<file path="src/rtl/serial_add_sequencer.sv">
// Bit-serial adder/subtractor: one shared full adder walks the operands LSB first
// over WIDTH cycles, then presents Y/CO/OVF with a one-cycle DONE pulse.
module serial_add_sequencer #(
  parameter int unsigned WIDTH = 32
) (
  input  logic             CLK,
  input  logic             RST,
  input  logic             START,
  input  logic             OP,
  input  logic [WIDTH-1:0] A,
  input  logic [WIDTH-1:0] B,
  output logic             BUSY,
  output logic             DONE,
  output logic [WIDTH-1:0] Y,
  output logic             CO,
  output logic             OVF
);

  localparam int unsigned CW = $clog2(WIDTH) + 1;

  typedef enum logic [1:0] {
    S_IDLE,
    S_BUSY,
    S_DONE
  } state_e;

  state_e           state_q, state_d;
  logic [WIDTH-1:0] a_q, a_d;
  logic [WIDTH-1:0] b_q, b_d;
  logic             op_q, op_d;
  logic [CW-1:0]    count_q, count_d;
  logic             carry_q, carry_d;
  logic [WIDTH-1:0] acc_q, acc_d;
  logic             busy_q, busy_d;
  logic             done_q, done_d;
  logic [WIDTH-1:0] y_q, y_d;
  logic             co_q, co_d;
  logic             ovf_q, ovf_d;

  logic a_bit, b_bit;
  logic ha0_s, ha0_c, ha1_c;
  logic sum_bit, cout;
  logic last_bit;

  // Shared 1-bit full adder: two half adders plus OR; subtract inverts B.
  always_comb begin
    a_bit    = a_q[0];
    b_bit    = b_q[0] ^ op_q;
    ha0_s    = a_bit ^ b_bit;
    ha0_c    = a_bit & b_bit;
    sum_bit  = ha0_s ^ carry_q;
    ha1_c    = ha0_s & carry_q;
    cout     = ha0_c | ha1_c;
    last_bit = (count_q == CW'(WIDTH - 1));
  end

  // Next-state and datapath sequencing.
  always_comb begin
    state_d = state_q;
    a_d     = a_q;
    b_d     = b_q;
    op_d    = op_q;
    count_d = count_q;
    carry_d = carry_q;
    acc_d   = acc_q;
    y_d     = y_q;
    co_d    = co_q;
    ovf_d   = ovf_q;

    case (state_q)
      S_IDLE: begin
        if (START) begin
          a_d     = A;
          b_d     = B;
          op_d    = OP;
          count_d = '0;
          carry_d = OP;
          state_d = S_BUSY;
        end
      end
      S_BUSY: begin
        a_d     = a_q >> 1;
        b_d     = b_q >> 1;
        acc_d   = WIDTH'({sum_bit, acc_q} >> 1);
        carry_d = cout;
        count_d = count_q + CW'(1);
        if (last_bit) begin
          state_d = S_DONE;
          y_d     = WIDTH'({sum_bit, acc_q} >> 1);
          co_d    = cout;
          ovf_d   = carry_q ^ cout;
        end
      end
      S_DONE:  state_d = S_IDLE;
      default: state_d = S_IDLE;
    endcase

    busy_d = (state_d == S_BUSY);
    done_d = (state_d == S_DONE);
  end

  always_ff @(posedge CLK) begin
    if (RST) begin
      state_q <= S_IDLE;
      a_q     <= '0;
      b_q     <= '0;
      op_q    <= 1'b0;
      count_q <= '0;
      carry_q <= 1'b0;
      acc_q   <= '0;
      busy_q  <= 1'b0;
      done_q  <= 1'b0;
      y_q     <= '0;
      co_q    <= 1'b0;
      ovf_q   <= 1'b0;
    end else begin
      state_q <= state_d;
      a_q     <= a_d;
      b_q     <= b_d;
      op_q    <= op_d;
      count_q <= count_d;
      carry_q <= carry_d;
      acc_q   <= acc_d;
      busy_q  <= busy_d;
      done_q  <= done_d;
      y_q     <= y_d;
      co_q    <= co_d;
      ovf_q   <= ovf_d;
    end
  end

  assign BUSY = busy_q;
  assign DONE = done_q;
  assign Y    = y_q;
  assign CO   = co_q;
  assign OVF  = ovf_q;

endmodule
</file>
<file path="config.mk">
export PLATFORM = sky130hd
export DESIGN_NAME = serial_add_sequencer
export DESIGN_NICKNAME = d
export VERILOG_FILES = /design/src/rtl/serial_add_sequencer.sv
export SDC_FILE = /design/constraint.sdc
export NUM_CORES = 1
export LEC_CHECK = 0
export CAP_MARGIN = 5
export CELL_PAD_IN_SITES_DETAIL_PLACEMENT = 1
export CELL_PAD_IN_SITES_GLOBAL_PLACEMENT = 2
export CORE_MARGIN = 3
export CORE_UTILIZATION = 36
export CTS_BUF_LIST = sky130_fd_sc_hd__clkbuf_4 sky130_fd_sc_hd__clkbuf_8
export DETAILED_ROUTE_END_ITERATION = 7
export GPL_TIMING_DRIVEN = 1
export MAX_ROUTING_LAYER = met4
export PLACE_DENSITY = 0.92
export SYNTH_ARGS = -nofsm -noshare
export SYNTH_HDL_FRONTEND = slang
export SYNTH_SLANG_ARGS = --single-unit
</file>
<file path="constraint.sdc">
create_clock -name CLK -period 4.6 [get_ports CLK]
set_input_delay 0.92 -clock CLK [delete_from_list [all_inputs] [get_ports CLK]]
set_output_delay 0.92 -clock CLK [all_outputs]
set_load 0.05 [all_outputs]
</file>
==> results of run 1 <==
[path summary, 6_finish.rpt]
path / from / to / cells after the start
setup / recovery: state_q[0] / b_q[3] / 4
hold / removal: acc_q[1] / acc_q[1] / 2
setup reg to reg: state_q[0] / b_q[3] / 4
hold reg to reg: acc_q[1] / acc_q[1] / 2
[kinds of logic (layout without fill, tap and decap cells)]
| logic type | after synthesis | in the layout | synth area share [%] |
|---|---|---|---|
| other | 0 | 1 | 0 |
| multiplexers | 37 | 37 | 6.112 |
| adder cells (fa/ha/maj) | 2 | 2 | 0.5315 |
| buffers and inverters | 69 | 146 | 5.478 |
| XOR/XNOR | 2 | 2 | 0.2862 |
| AO/OA/AOI/OAI | 168 | 168 | 20.75 |
| flip-flops | 141 | 141 | 46.12 |
| AND/OR/NAND/NOR | 280 | 280 | 20.73 |
[layout make-up]
type | instances | area share (%)
clock inverters | 13 | 2.840
diodes | 1 | 0.03265
flip-flops and latches | 141 | 36.89
well taps | 220 | 3.591
inverters | 3 | 0.1796
multi-input cells | 489 | 38.69
clock buffers | 19 | 3.412
repair buffers | 111 | 14.37
[critical path, stage by stage (launching register included)]
cell and delay, ns:
dfxtp_4 0.35, buf_4 0.78, o21ba_2 0.82, buf_4 0.46, o221a_2 0.25
[sequential cells by signal, indices dropped and copies added, names as in the netlist]
name / cells
OVF: 1
carry_q: 1
op_q: 1
CO: 1
DONE: 1
Y: 32
state_q: 2
acc_q: 31
b_q: 32
BUSY: 1
a_q: 32
count_q: 6
[power groups by stage]
stage	combinational (mW)	clock, mW	sequential, mW
floorplan	0.212	0	1.33
global placement	0.300	0	1.33
detailed placement	0.312	0	1.33
CTS	0.313	1.22	1.31
global route	0.349	1.28	1.31
finish	0.311	1.19	1.31
[stage by stage]
| stage | hold slack, ns | util, % | power, mW | cells |
|---|---|---|---|---|
| 2_1_floorplan | 0.4366 | - | 1.541 | 699 |
| 3_3_place_gp | 0.4455 | 43.15 | 1.632 | 963 |
| 3_5_place_dp | 0.4498 | 43.15 | 1.646 | 963 |
| 4_1_cts | 0.4627 | 46.04 | 2.839 | 995 |
| 5_1_grt | 0.4880 | 46.22 | 2.940 | 997 |
| 6_report | 0.4598 | 46.22 | 2.807 | 997 |
[metal layers]
metal	share of wire, %	GRT usage (%)	up-vias
met5	0	-	-
met4	1.6	5.935	0
met3	4.3	5.292	20
met2	46	26.94	86
met1	48	21.24	2425
li1	-	-	2546
[cells in the mapped netlist]
cell,instances,area share [%]
buf_2,28,2.3
nor2b_1,65,6.6
o21ai_0,1,0.082
o21ba_2,1,0.16
nor4_4,1,0.35
nand3_1,3,0.25
and2_1,2,0.20
o221a_1,4,0.74
inv_1,3,0.18
a31oi_1,1,0.10
nand2_1,127,7.8
mux2_2,3,0.55
nand2b_1,1,0.10
o221a_2,59,11
nor2_1,73,4.5
nand3b_1,1,0.12
xnor2_1,2,0.29
dfxtp_1,141,46
mux2i_1,34,5.6
nor3b_1,1,0.12
nor3b_2,1,0.20
a21oi_1,93,7.6
buf_8,2,0.49
nor3_1,3,0.25
fa_1,1,0.33
a22oi_1,4,0.49
or3_1,1,0.10
or4_1,1,0.12
a211oi_1,3,0.37
o21bai_2,1,0.18
buf_4,1,0.12
buf_6,2,0.37
clkbuf_1,30,1.8
o211a_1,1,0.16
ha_1,1,0.20
buf_1,3,0.18
==> impl_metrics.yaml, run 1 <==
clock_tree:
  cts.repair.resized: 0
  root_buffer: "clkbuf_8"
  cts_buffers: 17
  clk_pin_slew_ns: 0.08
  cts.path.max_buffers: 2
  cts_setup_buffers: 0
  cts.sinks: 141
  tritoncts: "yes"
  htreeDepth: 4
  clkLatencyLatePin_ns: 0.44
  cts.hold.buffers_added: 0
flow_run:
  drv_cap: 0
finish:
  final_cell_mix: "dfxtp_1 (139), nand2_1 (127), clkdlybuf4s50_1 (101)"
  nets: 833
  finalInstanceArea_um2: 7665
  seq_area_um2: 2828
  layout-drive-gt1-share_pct: 14.43
  syn_to_final_growth_pct: 25.22
  layout_commonest_cell: "dfxtp_1"
  fillers: 1912
  multi_input_area_um2: 2965
pwr:
  p_leak_nw: 2.740
  clkPwrFrac_pct: 42.4
  p_int_mw: 2.158
  ir_worst_vdd_uv: 218.7
  p_sw_mw: 0.6485
  p_comb_share_pct: 11.1
  seqPwrFrac_pct: 46.6
  power_density_nw_per_um2: 366.2
  switching_share_pct: 23.11
die:
  die_w_um: 136.4
  core_area_um2: 16580
  dieArea_um2: 18600
  rows: 47
  start_util_pct: 36.91
  io_pins: 104
  fp.dieH_um: 136.4
worst_setup_path:
  start_kind: "register"
  cp_data_required_time_ns: 4.98
  endpoint_kind: "register"
  critPathArrivalTime_ns: 3.25
  r2r_setup_slack_ns: 1.74
  critPathKind: "reg -> reg"
  cp_max_fo: 132
routing:
  first_iter_violations: 276
  drc: 0
  drtAntennaViolNets: 0
  wl_um: 15210
  num_vias: 5077
  via_per_inst: 5.092
  wl_per_cell_um: 15.25
  firstDrtPassIters: 4
global_routing:
  grt_pass1_wl_um: 25330
  grt_max_degree: 133
  grt_antenna_before_repair: 1
  grt_usage_pct: 17.26
  grt_pass1_vias: 5231
  overflow: 0
synth:
  syn_inst: 699
  netlist_area_um2: 6121
  synth.distinct_cells: 36
  ys_warn_count: 0
  syn_nets: 769
  synth-seq-cells: 141
  yosysSeqAreaShare_pct: 46.12
  syn_area_per_cell_um2: 8.757
timing:
  final.setup.worst_slack_ns: 1.737
  grt_setup_unrepaired: "no"
  setup_violations: 0
  maxSlewHeadroom_pct: 23.89
  tns_ns: 0
  fin_crit_sh_pct: 62.25
  max_freq_mhz: 349.2
  fin_skew_ns: 0.006531
  drv_slew: 0
  layout_min_cycle_time_ns: 2.863
  hold_viol: 0
  worst_pin_slew_ns: 1.142
placement:
  place_hpwl_um: 9442
  place.gp.congestion: 0.7546
  io_buffer_count: 103
  place_area_um2: 7156
  preCtsSetupSlack_ns: 1.700
run_status:
  outcome: "finished, final reports clean"
worst_hold_path:
  hold_path.class: "reg -> reg"
(Power assumes the default switching activity.)
==> run 2: changes to the inputs <==
--- a/config.mk
+++ b/config.mk
@@ -9,12 +9,12 @@
 export CELL_PAD_IN_SITES_DETAIL_PLACEMENT = 1
 export CELL_PAD_IN_SITES_GLOBAL_PLACEMENT = 2
 export CORE_MARGIN = 3
-export CORE_UTILIZATION = 36
+export CORE_UTILIZATION = 33
 export CTS_BUF_LIST = sky130_fd_sc_hd__clkbuf_4 sky130_fd_sc_hd__clkbuf_8
 export DETAILED_ROUTE_END_ITERATION = 7
 export GPL_TIMING_DRIVEN = 1
 export MAX_ROUTING_LAYER = met4
-export PLACE_DENSITY = 0.92
+export PLACE_DENSITY = 0.86
 export SYNTH_ARGS = -nofsm -noshare
 export SYNTH_HDL_FRONTEND = slang
 export SYNTH_SLANG_ARGS = --single-unit
==> constraint.sdc (replaced) <==
create_clock -name CLK -period 2.95 [get_ports CLK]
set_input_delay 0.59 -clock CLK [delete_from_list [all_inputs] [get_ports CLK]]
set_output_delay 0.59 -clock CLK [all_outputs]
set_load 0.05 [all_outputs]
==> run 2 against run 1 <==
Compared with the run above:
- wire length grew 2.4%
- combinational power grew 52%
- first-iteration DRC count shrank 34%
- flip-flop and latch count is the same
- register-to-register slack lost 0.79 ns
- hold slack is essentially flat
- die area grew 8.7%
- clock skew grew 0.0047 ns
- total power grew 48%
- largest power group unchanged
- cell count grew 1.4%
==> impl_metrics.yaml, run 2 (synthesized netlist as in run 1, its figures left out) <==
timing:
  fin_crit_sh_pct: 75.93
  hold_ws_ns: 0.4594
  layout_min_cycle_time_ns: 2.240
  worst_pin_slew_ns: 0.7730
  max_freq_mhz: 446.5
  drv_slew: 0
  hold_viol: 0
  tns_ns: 0
  maxSlewHeadroom_pct: 48.47
  final.setup.worst_slack_ns: 0.7102
  grt_setup_unrepaired: "no"
  setup_violations: 0
  fin_skew_ns: 0.01122
worst_setup_path:
  critPathKind: "reg -> out"
  endpoint_kind: "output pin"
  path_cells: "clkdlybuf4s50_1"
  critPathTopFamily: "buffers and inverters"
  start_kind: "register"
  path_buf_inv: 1
  r2r_end: "b_q[28]"
  cp_max_fo: 2
  timing.rr.start: "state_q[0]"
  critPathArrivalTime_ns: 1.65
  cp_data_required_time_ns: 2.36
  r2r_setup_slack_ns: 0.95
  max_stage_delay_ns: 0.83
  r2r_cells: 3
  slowest_stage: "clkdlybuf4s50_1"
clock_tree:
  clk_pin_slew_ns: 0.08
  tritoncts: "yes"
  clkLatencyLatePin_ns: 0.44
  cts.repair.resized: 0
  root_buffer: "clkbuf_8"
  cts.path.max_buffers: 2
  cts_buffers: 17
  htreeDepth: 4
  cts.hold.buffers_added: 0
  cts_setup_buffers: 0
  cts.sinks: 141
worst_hold_path:
  hold_end: "Y[9]"
  hold_depth: 2
  hold_path.class: "reg -> reg"
  hold_start: "Y[9]"
finish:
  layout_commonest_cell: "dfxtp_1"
  layout-drive-gt1-share_pct: 14.98
  final_cell_mix: "dfxtp_1 (139), nand2_1 (127), clkdlybuf4s50_1 (101)"
  nets: 838
  finalInstanceArea_um2: 7632
  syn_to_final_growth_pct: 24.69
die:
  dieArea_um2: 20220
  io_pins: 104
  rows: 49
  die_w_um: 142.2
  start_util_pct: 33.84
  core_area_um2: 18090
  fp.dieH_um: 142.2
pwr:
  p_leak_nw: 2.720
  power_density_nw_per_um2: 542.7
  p_sw_mw: 1.032
  seqPwrFrac_pct: 49.6
  ir_worst_vdd_uv: 277.3
  clkPwrFrac_pct: 39.0
  p_comb_share_pct: 11.4
  p_int_mw: 3.110
  switching_share_pct: 24.92
global_routing:
  grt_antenna_before_repair: 1
  grt_pass1_vias: 5432
  grt_pass1_wl_um: 26240
  overflow: 0
  grt_usage_pct: 16.17
  grt_max_degree: 72
flow_run:
  drv_cap: 0
placement:
  preCtsSetupSlack_ns: 0.9415
  place.gp.congestion: 0.7404
  io_buffer_count: 103
  place_area_um2: 7212
  place_hpwl_um: 10060
routing:
  first_iter_violations: 182
  firstDrtPassIters: 5
  drc: 0
  via_per_inst: 5.062
  drtAntennaViolNets: 0
  wl_um: 15580
  num_vias: 5118
  wl_per_cell_um: 15.41
run_status:
  outcome: "finished, final reports clean"
==> run 2: cell count changes in the layout (fill, tap and decap cells not counted), sizes merged <==
cell	change
inv	+1
buf	+5
clkbuf	+4
bufinv	-4
clkinvlp	+2
clkinv	-3
==> run 2: worst max path at each step <==
stage	slack, ns	cells after the start	start	to
finish	0.71	1	Y[29]	Y[29]
global route	0.65	1	Y[29]	Y[29]
CTS	0.67	1	Y[29]	Y[29]
detailed placement	0.94	4	state_q[1]	count_q[5]
global placement	0.99	3	state_q[0]	b_q[28]
floorplan	1.41	5	count_q[0]	CO
==> run 2: through the flow <==
step           util [%]  std cells  total power [mW]
2_1_floorplan         -        699             2.402
3_3_place_gp      39.88        978             2.552
3_5_place_dp      39.88        978             2.576
4_1_cts           42.19       1010             4.215
5_1_grt           42.20       1011             4.347
6_report          42.20       1011             4.142
==> run 2: final cells by class <==
type,count,area (um^2)
inverters,3,13.76
fillers,2077,10450
clock buffers,23,310.3
multi-input cells,489,2965
well taps,229,286.5
flip-flops and latches,141,2828
clock inverters,9,107.6
repair buffers,116,1119
diodes,1,2.502
==> run 2: layer usage <==
layer	wire length [um]	share of wire (%)	track usage (%)	up-vias
li1	-	-	-	2550
met1	7459	48	20.23	2462
met2	7315	47	25.47	85
met3	578	3.7	3.931	21
met4	223	1.4	5.808	0
met5	0	0	-	-
==> run 2: power by group through the flow <==
stage / logic (mW) / clock network, mW / registers, mW
after global placement: 0.460 / 0 / 2.09
after detailed placement: 0.477 / 0 / 2.10
after CTS: 0.480 / 1.68 / 2.06
after global routing: 0.526 / 1.75 / 2.07
after floorplan: 0.331 / 0 / 2.07
final: 0.473 / 1.61 / 2.05
==> RTL change: new RTL, flow settings as in run 2 <==
The parameter `WIDTH` goes from 32 to 64.
--- a/src/rtl/serial_add_sequencer.sv
+++ b/src/rtl/serial_add_sequencer.sv
@@ -1,7 +1,7 @@
 // Bit-serial adder/subtractor: one shared full adder walks the operands LSB first
 // over WIDTH cycles, then presents Y/CO/OVF with a one-cycle DONE pulse.
 module serial_add_sequencer #(
-  parameter int unsigned WIDTH = 32
+  parameter int unsigned WIDTH = 64
 ) (
   input  logic             CLK,
   input  logic             RST,
Interface: changed (resized A, B and Y); port bits go from 104 to 200. The function was not compared with the original's and may differ.
==> RTL change against run 2 <==
  * Maximum frequency decreased by 5.9%
  * Area after synthesis rose by 89%
  * Sequential share of layout area decreased by 0.89 points
  * Worst setup slack got worse by 0.14 ns
  * Sequential cell count increased by 129
  * Total power is 110% higher
  * Synthesized cell count up 85%
  * Routed wire length increased by 110%
  * Via count is 96% higher
  * Final area increased by 96%
  * Largest cell class unchanged
==> RTL change: results (changes against run 2) <==
Run status
  • Status: finished, final reports clean

GRT
  • Antenna violations before repair: 2 (+1)
  • Largest net degree at the start of global routing: 99 (+38%)
  • Vias in the first global route: 10157 (+87%)
  • Met2 usage: 26.8% (+1.4 points)
  • GR Util All Layers: 17.1% (+0.92 points)
  • M3 GR Usage: 3.31% (-0.62 points)
  • Met1 usage: 23.0% (+2.8 points)
  • Global-route wire length before repair: 53.4 mm (+100%)

Setup path
  • R2r setup slk: 0.69 ns (-0.26 ns)
  • Worst setup startpoint: CO
  • Slowest stage delay, CP: 0.87 ns (+0.04 ns)
  • Reg-to-reg endpoint: a_q[61]
  • R2R cell count: 4 (+1)

Worst hold path
  • Worst Hold End: acc_q[36]
  • Hold Path Origin: acc_q[37]

Drt
  • Wire per inst: 17.1 um (+11%)
  • M1 wire length: 16.0 mm (+110%)
  • Final wirelength: 32.7 mm (+110%)
  • Vias: 10026 (+96%)
  • Drt initial violations: 607 (+230%)
  • WL met3: 1.38 mm (+140%)

Placed design
  • Final Wtd Congestion: 0.729 (-1.6%)
  • Placed Cells: 1824 (+87%)
  • Final HPWL DP: 19.4 mm (+93%)
  • Port Buffer Count: 199 (+93%)
  • Area after DPL: 13900 um^2 (+92%)

Clocking
  • Worst-path clk slew: 0.06 ns (-0.02 ns)
  • Clk buf depth: 3 (+1)
  • H-Tree Depth: 2 (-2)
  • Clk_lat worst skew: 0.56 ns (+0.12 ns)

Synth
  • Commonest cells in the netlist: dfxtp_1 (270), a21oi_1 (189), nor2_1 (138)
  • Top post-synthesis cells by area: dfxtp_1 (47%), o221a_2 (12%), a21oi_1 (8.2%)
  • Yosys warnings: 0 (unchanged)
  • Sequential-to-total area share from yosys stat: 46.6% (+0.49 points)
  • Yosys cell types: 41 (+14%)
  • Post-Syn Area per Cell: 8.96 um^2 (+2.4%)
  • Mapped Nets: 1428 (+86%)

STA
  • Fmax: 420 MHz (-5.9%)
  • Worst-Margin Slew: 0.806 ns (+0.0332 ns)
  • Clock Skews: 0.0219 ns (+0.0106 ns)
  • Worst hold margin: 0.459 ns (-0.000804 ns)

Cells and area
  • Final net count: 1554 (+85%)
  • Design area: 15000 um^2 (+96%)
  • Share of layout cells above drive strength 1: 20.7% (+5.7 points)
  • Fillcell total: 3983 (+92%)

Power and ir drop
  • Peak supply drop: 256 uV (-7.6%)
==> RTL change: final cells by class <==
type                       count  area share, %
clock inverter                 6          0.476
timing repair buffer         220           15.0
sequential                   270           36.2
antenna                        2         0.0334
multi-input combinational    876           37.6
clock buffer                  82           6.87
inverter                       3          0.109
tap                          455           3.80
==> RTL change: power by group through the flow <==
stage / logic, mW / clock network, mW / registers [mW]
final: 0.937 / 3.83 / 3.93
after global routing: 1.04 / 4.17 / 3.95
after CTS: 0.947 / 3.98 / 3.93
after detailed placement: 0.941 / 0 / 4.00
after global placement: 0.924 / 0 / 4.00
after floorplan: 0.620 / 0 / 3.96
==> RTL change: cells by family after synthesis <==
kind of cell | after synthesis | synth area share, %
and+or+nand+nor | 474 | 21.3
xor gates and xnor gates | 2 | 0.151
adders and majority gates | 2 | 0.280
AOI/OAI and AO/OA | 396 | 26.4
muxes | 2 | 0.173
DFF | 270 | 46.6
buffers and inverters | 148 | 5.15
